[src/rtl/mips_exec_ctrl.sv]
// mips_exec_ctrl: execution sequencer for the pipelined MIPS core.
//
// Gates the pipeline enables, inserts load-use bubbles by flushing the ID/EX
// control buses, and runs the core continuously or one cycle at a time under
// debug-unit commands. It reports the run state, the executed-cycle count and
// the stall count.
//
// Optional feature macro: EXEC_CTRL_STALL_CNT_EN
//   defined   -> o_stall_cnt counts cycles with o_idex_flush=1
//   undefined -> there is no stall counter register, and o_stall_cnt is tied to 0
//
// Ports:
//   i_clk, i_rst        clock and synchronous active-low reset
//   i_cmd_valid, i_cmd  debug command (00 NOP, 01 RUN, 10 STEP, 11 HALT)
//   o_cmd_ready         command accepted when valid & ready at the clock edge
//   i_load_use_hazard   ID instruction depends on a load in EX
//   i_halt_detected     HALT instruction reached WB
//   o_pipe_en           enable for the ID/EX, EX/MEM and MEM/WB latches
//   o_pc_en, o_ifid_en  PC and IF/ID write enables
//   o_idex_flush        zero the ID/EX control buses
//   o_state             00 IDLE, 01 RUN, 10 STEP, 11 DONE
//   o_done              program finished (sticky until reset)
//   o_cycle_cnt         saturating count of cycles with o_pipe_en=1
//   o_stall_cnt         saturating count of cycles with o_idex_flush=1
module mips_exec_ctrl #(
  parameter int unsigned NB_CMD   = 2,
  parameter int unsigned NB_CNT   = 32,
  parameter int unsigned NB_STATE = 2
) (
  input  logic                i_clk,
  input  logic                i_rst,
  input  logic                i_cmd_valid,
  input  logic [NB_CMD-1:0]   i_cmd,
  output logic                o_cmd_ready,
  input  logic                i_load_use_hazard,
  input  logic                i_halt_detected,
  output logic                o_pipe_en,
  output logic                o_pc_en,
  output logic                o_ifid_en,
  output logic                o_idex_flush,
  output logic [NB_STATE-1:0] o_state,
  output logic                o_done,
  output logic [NB_CNT-1:0]   o_cycle_cnt,
  output logic [NB_CNT-1:0]   o_stall_cnt
);

  localparam logic [NB_CMD-1:0] CmdRun  = NB_CMD'(1);
  localparam logic [NB_CMD-1:0] CmdStep = NB_CMD'(2);
  localparam logic [NB_CMD-1:0] CmdHalt = NB_CMD'(3);

  typedef enum logic [1:0] {
    StIdle = 2'b00,
    StRun  = 2'b01,
    StStep = 2'b10,
    StDone = 2'b11
  } state_e;

  state_e            state_q, state_d;
  logic [NB_CNT-1:0] cycle_cnt_q;

  // Ready depends on state only, so a command never loops back through ready.
  assign o_cmd_ready = (state_q == StIdle) || (state_q == StRun);

  always_comb begin
    state_d   = state_q;
    o_pipe_en = 1'b0;
    o_done    = 1'b0;
    unique case (state_q)
      StIdle: begin
        if (i_cmd_valid) begin
          if (i_cmd == CmdRun) begin
            state_d = StRun;
          end else if (i_cmd == CmdStep) begin
            state_d = StStep;
          end
        end
      end
      StRun: begin
        o_pipe_en = 1'b1;
        // A finished program beats a simultaneous pause request.
        if (i_halt_detected) begin
          state_d = StDone;
        end else if (i_cmd_valid && (i_cmd == CmdHalt)) begin
          state_d = StIdle;
        end
      end
      StStep: begin
        o_pipe_en = 1'b1;
        state_d   = i_halt_detected ? StDone : StIdle;
      end
      StDone: begin
        o_done = 1'b1;
      end
      default: begin
        state_d = StIdle;
      end
    endcase
  end

  // A step that lands on a hazard cycle is spent as the bubble.
  assign o_pc_en      = o_pipe_en & ~i_load_use_hazard;
  assign o_ifid_en    = o_pipe_en & ~i_load_use_hazard;
  assign o_idex_flush = o_pipe_en & i_load_use_hazard;
  assign o_state      = NB_STATE'(state_q);
  assign o_cycle_cnt  = cycle_cnt_q;

  always_ff @(posedge i_clk) begin
    if (!i_rst) begin
      state_q     <= StIdle;
      cycle_cnt_q <= '0;
    end else begin
      state_q <= state_d;
      if (o_pipe_en && (cycle_cnt_q != '1)) begin
        cycle_cnt_q <= cycle_cnt_q + NB_CNT'(1);
      end
    end
  end

`ifdef EXEC_CTRL_STALL_CNT_EN
  logic [NB_CNT-1:0] stall_cnt_q;

  always_ff @(posedge i_clk) begin
    if (!i_rst) begin
      stall_cnt_q <= '0;
    end else if (o_idex_flush && (stall_cnt_q != '1)) begin
      stall_cnt_q <= stall_cnt_q + NB_CNT'(1);
    end
  end

  assign o_stall_cnt = stall_cnt_q;
`else
  assign o_stall_cnt = '0;
`endif

endmodule

[config.mk]
export PLATFORM = sky130hd
export DESIGN_NAME = mips_exec_ctrl
export DESIGN_NICKNAME = d
export VERILOG_FILES = /design/src/rtl/mips_exec_ctrl.sv
export SDC_FILE = /design/constraint.sdc
export NUM_CORES = 1
export LEC_CHECK = 0
export CORE_MARGIN = 3
export CORE_UTILIZATION = 45
export DETAILED_ROUTE_END_ITERATION = 12
export GPL_TIMING_DRIVEN = 0
export PLACE_DENSITY = 0.89
export SLEW_MARGIN = 20
export SYNTH_ARGS = -nofsm -noshare
export SYNTH_HDL_FRONTEND = slang
export SYNTH_SLANG_ARGS = --single-unit
export TNS_END_PERCENT = 50
[constraint.sdc]
create_clock -name i_clk -period 2.8 [get_ports i_clk]
set_input_delay 0.42 -clock i_clk [delete_from_list [all_inputs] [get_ports i_clk]]
set_output_delay 0.42 -clock i_clk [all_outputs]
set_load 0.02 [all_outputs]
======== After elaboration in Yosys (flattened, before gate mapping) ========
Cells that the tools add are included.
word-level totals
  input port bits ......................... 7
  output and inout bits ................... 72
  logic and storage cells ................. 32
  flip-flop bits (word level) ............. 34
operators by class
  reduce and logical (&&, ||, !) cells .... 7
  $add $sub $neg .......................... 1
  muxes and demuxes ....................... 9
  eq/ne operators ......................... 10
  bitwise logic cells ..................... 3
operators by type and width
  kind                   count
  $add 32x1->32 const B  1
  $ne 32x32->1 const B   1
  $mux 2                 6
  $eq 2x2->1 const B     4
  $pmux 2 s3             1
  $eq 2x1->1 const B     2
  $reduce_and 4->1       1
  $ne 3x1->1 const B     1
  $ne 3x2->1 const B     1
  $reduce_bool 3->1      1
  $and 1x1->1            2
  $logic_and 1x1->1      2
  $logic_not 2->1        1
  $mux 1                 2
  $ne 2x2->1 const B     1
  $reduce_or 2->1        1
  $logic_or 1x1->1       1
  $not 1->1              1

======== Longest topological paths before layout ========
Gate-level depths: netlist of run 1.
  word-level depth ........................ 5
  depth in mapped cells ................... 8
  depth with buffers taken out ............ 7

======== Least setup slack after synthesis of run 1 ========
Ideal clock, no wire load.
  path type ............................... register to register
  start ................................... register state_q[0] (netlist: o_state[0])
  end ..................................... register cycle_cnt_q[18] (netlist: o_cycle_cnt[18])
  setup slack ............................. 0.427 ns
  buffers on the path ..................... 1
  setup time .............................. 0.128 ns
  arrival time ............................ 2.245 ns
  clock period less this slack ............ 2.373 ns
  stages on the path, launching flop included .. 9
  data required time ...................... 2.672 ns
  path through ............................ dfxtp_1 inv_1 ha_1 buf_2 and3_1 nand4_2 a2111oi_0 xnor2_1 nor2_1
between the ends
  cells in the longest elaborated chain, start to end .. 4
  elaborated cells between the ends (all ways) .. 5
  classes of those cells .................. eq/ne (2); mux (1); reduce/logical (2)
ends and longest elaborated chain
  element                                          line  text
  start: declaration                               58    state_e state_q, state_d;
  start signal: assignment                         109   state_q <= StIdle;
  start signal: assignment                         112   state_q <= state_d;
  $eq 2x1->1 / $eq 2x2->1 (equally long branches)  68    unique case (state_q)
  $reduce_or 2->1 (no source line) *               --
  $mux 1 *                                         68
  named net o_pipe_en                              37    output logic o_pipe_en,
  $logic_and 1x1->1 *                              113   if (o_pipe_en && (cycle_cnt_q != '1)) begin
  end signal: assignment                           114   cycle_cnt_q <= cycle_cnt_q + NB_CNT'(1);
  end: declaration                                 59    logic [NB_CNT-1:0] cycle_cnt_q;
Mark *: on every way through the listed nets, which the timed path passes. The rest lies on a longest branch.
A chain may end at the register's enable or synchronous reset.

======== Final worst setup path of run 1 ========
  start ................................... register state_q[0] (netlist: o_state[0])
  end ..................................... output o_pc_en
between the ends
  cells in the longest elaborated chain, start to end .. 4
  elaborated cells between the ends (all ways) .. 5
  classes of those cells .................. eq/ne (2); mux (1); bitwise (1); reduce/logical (1)
ends and longest elaborated chain
  element                                          line  text
  $eq 2x1->1 / $eq 2x2->1 (equally long branches)  68
  $reduce_or 2->1 (no source line) *               --
  $mux 1 *                                         68
  $and 1x1->1 *                                    101   assign o_pc_en = o_pipe_en & ~i_load_use_hazard;
  end: declaration                                 38    output logic o_pc_en,
Mark *: on every way between the ends. The rest lies on a longest branch, timed or not.

==> results.cfg, run 1 <==
[synthesis]
avgSynthCellArea_um2 = 8.663
synthTopCellsByArea = dfxtp_1 32%, buf_4 12%, xor2_1 4.5%
synth_top_area_share = 0.3168
synth_area_um2 = 2148
synth-seq-cells = 34
ys_warn_count = 0
synth_largest_area_cell = dfxtp_1
synthCells = 248
synth_cell_type_count = 40
seq_area_frac_synth = 0.3168

[floorplan]
start_util = 0.4801
die_area_um2 = 5639
die_x_um = 75.10
fp.dieH_um = 75.10
core_area_um2 = 4474
rows = 24
ioPinCount = 79

[cells_and_area]
drive_above_1_share = 0.1747
final_cell_mix = 46 x clkdlybuf4s50_1, 34 x dfxtp_1, 33 x buf_4
area_growth_pct = 33.55
final_core_util = 0.6412
n_antenna_cell = 0
final_cells = 384
layout_commonest_cell = clkdlybuf4s50_1
fin_nets = 343

[timing]
tns_ns = 0
hold_viol = 0
fin_crit_sh = 0.9423
slew_headroom = 0.5885
finClkSkew_ns = 0.004503
min_period_ns = 2.638
setup_viol = 0
worst_slack_ns = 0.1617
fmax_ghz = 0.3790
report.final.slew_viol_count = 0
worstMarginPinSlew_ns = 0.6017
rsz0062_at_grt = false

[routing]
ant_nets = 0
vias = 2023
remaining_drc_errors = 0
wl_per_cell_um = 13.06
routed_wl_um = 5015
drtIter0Drc = 122
avgViaCountPerCell = 5.268
dr.pass1.iters = 4

[place]
dp_hpwl_um = 3887
place_ws_ns = 0.3904
numPortBuffers = 46
placedCellCount = 377
place.gp.congestion = 0.7921

[worst_hold_path]
min_path_cells = 2
hp-start = o_cycle_cnt[23]$_SDFFE_PN0P_
holdCritPathClass = reg -> reg
min_to = o_cycle_cnt[23]$_SDFFE_PN0P_

[setup_path]
reg2regPathDepth = 8
cp-end-kind = primary output
crit_required_ns = 2.38
cp-start-kind = flip-flop
r2r_setup_slack_ns = 0.37
arrival_ns = 2.22
r2r-start = o_state[0]$_SDFFE_PN0P_
crit_fanout = 10
crit_type = reg -> out
worstReg2RegEnd = o_cycle_cnt[18]$_SDFFE_PN0P_

[job]
drv_cap = 0

[global_route]
overflow = 0
first_global_vias = 1748
grt.total_usage = 0.1813
grt_max_degree = 11
grt_pass1_wl_um = 7969
grt_antenna_before_repair = 0

[clock_network]
cts-buffers-inserted = 5
ctsHoldBuffers = 0
clock_latency_ns = 0.29
cts_setup_buffers = 0
cts-htree-levels = 2
cts-root-buf = clkbuf_8
clk_pin_slew_worst_paths_ns = 0.07
clockBufferDepth = 2
cts_resized = 0
cts_sinks = 34
cts_tree = yes

[pwr]
irDropWorstVdd_mv = 0.3442
power.density_nw_per_um2 = 463.5
p_leak_nw = 1.120

[outcome]
outcome = completed
-- worst max-delay path: stages, from the launching register on --
cell and delay [ns]:
dfxtp_1 0.40, inv_1 0.06, ha_1 0.31, buf_2 0.24, nor2b_1 0.21, buf_4 0.13, clkdlybuf4s50_1 0.59
-- how the worst max path moves through the flow --
stage               cells after the start                     from                           end  slack, ns
floorplan                               8  o_state[0]$_SDFFE_PN0P_  o_cycle_cnt[18]$_SDFFE_PN0P_       0.43
finish                                  6  o_state[0]$_SDFFE_PN0P_                       o_pc_en       0.16
global placement                        8  o_state[0]$_SDFFE_PN0P_  o_cycle_cnt[18]$_SDFFE_PN0P_       0.38
CTS                                     6  o_state[0]$_SDFFE_PN0P_                       o_pc_en       0.15
detailed placement                      8  o_state[0]$_SDFFE_PN0P_  o_cycle_cnt[18]$_SDFFE_PN0P_       0.39
global route                            6  o_state[0]$_SDFFE_PN0P_                       o_pc_en       0.02
-- cells in the mapped netlist (all sizes together) --
cell / n
buf: 36
dfxtp: 34
nor2: 22
a21oi: 16
nand4: 15
nand3: 13
xor2: 11
nand2: 10
o31ai: 9
inv: 7
nor3: 7
o21ai: 7
or3: 7
or4: 7
xnor2: 7
and4: 6
and3: 5
clkbuf: 4
ha: 4
nor4: 4
a2111oi: 3
a211oi: 2
o2111ai: 2
o211ai: 2
or2: 2
a31o: 1
and2: 1
conb: 1
nand2b: 1
nor2b: 1
nor3b: 1
-- per-layer routing --
metal | track usage | routed length, um
met1 | 0.2284 | 2173
met2 | 0.3008 | 2412
met3 | 0.05207 | 382
met4 | 0.05336 | 47
met5 | 0 | 0
-- power breakdown --
| group | internal, mW | leakage (nW) | switching [mW] |
|---|---|---|---|
| Sequential | 0.505 | 0.274 | 0.0239 |
| Combinational | 0.211 | 0.802 | 0.250 |
| Clock | 0.167 | 0.0438 | 0.174 |
| Total | 0.883 | 1.12 | 0.447 |
-- final cells by class --
| cell class | count | area [um^2] |
|---|---|---|
| inverters | 7 | 26.28 |
| repair buffers | 46 | 460.4 |
| plain buffers | 40 | 284.0 |
| well taps | 52 | 65.06 |
| clock buffers | 5 | 68.82 |
| clock inverters | 2 | 10.01 |
| multi-input cells | 198 | 1274 |
| fillers | 399 | 1605 |
| flip-flops and latches | 34 | 680.7 |
-- sequential cells by signal, summed over array words and instances, names as in the netlist --
register     count
o_cycle_cnt     32
o_state          2
-- kinds of logic after synthesis --
group,synth area share
compound gates,0.1427
xor+xnor,0.07338
fa+ha+maj,0.02330
buf+inv,0.1444
flops,0.3168
other cells,0.001746
simple gates,0.2976
-- metrics by stage --
stage | cell area (um^2) | power, mW | hold WS (ns)
final | 2869 | 1.330 | 0.5106
after detailed placement | 2790 | 1.001 | 0.5043
after global routing | 2869 | 1.398 | 0.5376
after global placement | 2790 | 0.9867 | 0.4918
after floorplan | 2265 | 0.8448 | 0.5524
after CTS | 2869 | 1.337 | 0.5138
Power figures use the tool's default switching activity.
==> run 2, diff against run 1 <==
- PLACE_DENSITY: 0.89 -> 0.8
==> results.cfg, run 2 (synthesized netlist as in run 1, its figures left out) <==
[global_route]
grt.total_usage = 0.1727
grt_max_degree = 12
overflow = 0
grt_antenna_before_repair = 0
grt_pass1_wl_um = 7721
first_global_vias = 1683

[setup_path]
r2r-start = o_state[0]$_SDFFE_PN0P_
crit_required_ns = 2.38
worstSetupEndpoint = o_pc_en
cp-start-kind = flip-flop
r2r_setup_slack_ns = 0.25
arrival_ns = 2.18
setup.worst_path.start = o_state[0]$_SDFFE_PN0P_
crit_fanout = 10
reg2regPathDepth = 8
worstReg2RegEnd = o_cycle_cnt[18]$_SDFFE_PN0P_
crit_type = reg -> out
cp-end-kind = primary output

[clock_network]
cts_resized = 0
cts_sinks = 34
cts-root-buf = clkbuf_8
cts-htree-levels = 2
ctsHoldBuffers = 0
cts_setup_buffers = 0
clock_latency_ns = 0.29
clockBufferDepth = 2
clk_pin_slew_worst_paths_ns = 0.07
cts_tree = yes
cts-buffers-inserted = 5

[floorplan]
start_util = 0.4801
die_area_um2 = 5639
fp.dieH_um = 75.10
core_area_um2 = 4474
rows = 24
die_x_um = 75.10
ioPinCount = 79

[routing]
routed_wl_um = 4818
dr.pass1.iters = 5
ant_nets = 0
remaining_drc_errors = 0
drtIter0Drc = 77
avgViaCountPerCell = 5.169
vias = 1990
wl_per_cell_um = 12.51

[timing]
worstMarginPinSlew_ns = 0.7322
slew_headroom = 0.4992
setup_viol = 0
finClkSkew_ns = 0.008944
tns_ns = 0
fmax_ghz = 0.3839
rsz0062_at_grt = false
min_period_ns = 2.605
fin_crit_sh = 0.9303
report.final.slew_viol_count = 0
hold_viol = 0

[cells_and_area]
final_core_util = 0.6479
seq_area_um2 = 680.7
fin_nets = 343
drive_above_1_share = 0.1772
fillers = 407
largest_reg_flops = 32
layout_commonest_cell = clkdlybuf4s50_1
area_growth_pct = 34.94
final_cell_mix = 46 x clkdlybuf4s50_1, 34 x dfxtp_1, 33 x buf_4
multiInputGateArea_um2 = 1274
n_antenna_cell = 0

[place]
dp_hpwl_um = 3602
place.gp.congestion = 0.7785
numPortBuffers = 46

[pwr]
power_mw = 1.432
p_leak_nw = 1.134
power.density_nw_per_um2 = 493.8
irDropWorstVdd_mv = 0.3697

[outcome]
outcome = completed

[worst_hold_path]
hp-start = o_cycle_cnt[21]$_SDFFE_PN0P_
holdCritPathClass = reg -> reg
min_path_cells = 2

[job]
drv_cap = 0
==> run 2: changes by cell type in the layout (fill, tap and decap cells not counted), sizes merged <==
cell,before,now
bufinv,0,1
==> run 2: how the worst min path moves through the flow <==
| stage | to | slack, ns |
|---|---|---|
| finish | o_cycle_cnt[21]$_SDFFE_PN0P_ | 0.51 |
| detailed placement | o_cycle_cnt[23]$_SDFFE_PN0P_ | 0.50 |
| floorplan | o_state[1]$_SDFFE_PN0P_ | 0.55 |
| global route | o_cycle_cnt[21]$_SDFFE_PN0P_ | 0.55 |
| CTS | o_cycle_cnt[8]$_SDFFE_PN0P_ | 0.52 |
| global placement | o_cycle_cnt[23]$_SDFFE_PN0P_ | 0.49 |
==> run 2: per-stage QoR <==
stage / hold WS [ns] / worst slack (ns) / instance area (um^2) / instances
2_1_floorplan: 0.5524 / 0.4275 / 2265 / 279
3_3_place_gp: 0.4926 / 0.3544 / 2790 / 377
3_5_place_dp: 0.5006 / 0.3277 / 2790 / 377
4_1_cts: 0.5154 / 0.1710 / 2899 / 385
5_1_grt: 0.5459 / 0.07771 / 2899 / 385
6_report: 0.5148 / 0.1952 / 2899 / 385
==> run 2: cell type report <==
type                            count  area share
Buffer                             40     0.09797
Multi-Input combinational cell    198      0.4394
Clock buffer                        5     0.02374
Sequential cell                    34      0.2348
Timing Repair Buffer               46      0.1588
Inverter                            7    0.009063
Clock inverter                      3     0.01381
Tap cell                           52     0.02244
==> run 2: routing by layer <==
layer,vias up,global-route usage,share of wire,routed length [um]
met2,65,0.2756,0.45,2168
met4,0,0.04743,0.011,53
met3,6,0.03872,0.063,303
li1,1009,-,-,-
met5,-,0,0,0
met1,910,0.2347,0.48,2292
==> run 2: critical path, cell delays in order, from the launching register on <==
cell,delay (ns)
dfxtp_1,0.39
inv_1,0.06
ha_1,0.31
buf_2,0.23
nor2b_1,0.19
buf_4,0.12
clkdlybuf4s50_1,0.58
==> run 2: power by group <==
part / total [mW] / switching [mW] / leakage (nW) / internal (mW)
registers: 0.530 / 0.0249 / 0.274 / 0.505
clock network: 0.446 / 0.184 / 0.0579 / 0.262
logic: 0.456 / 0.245 / 0.802 / 0.211
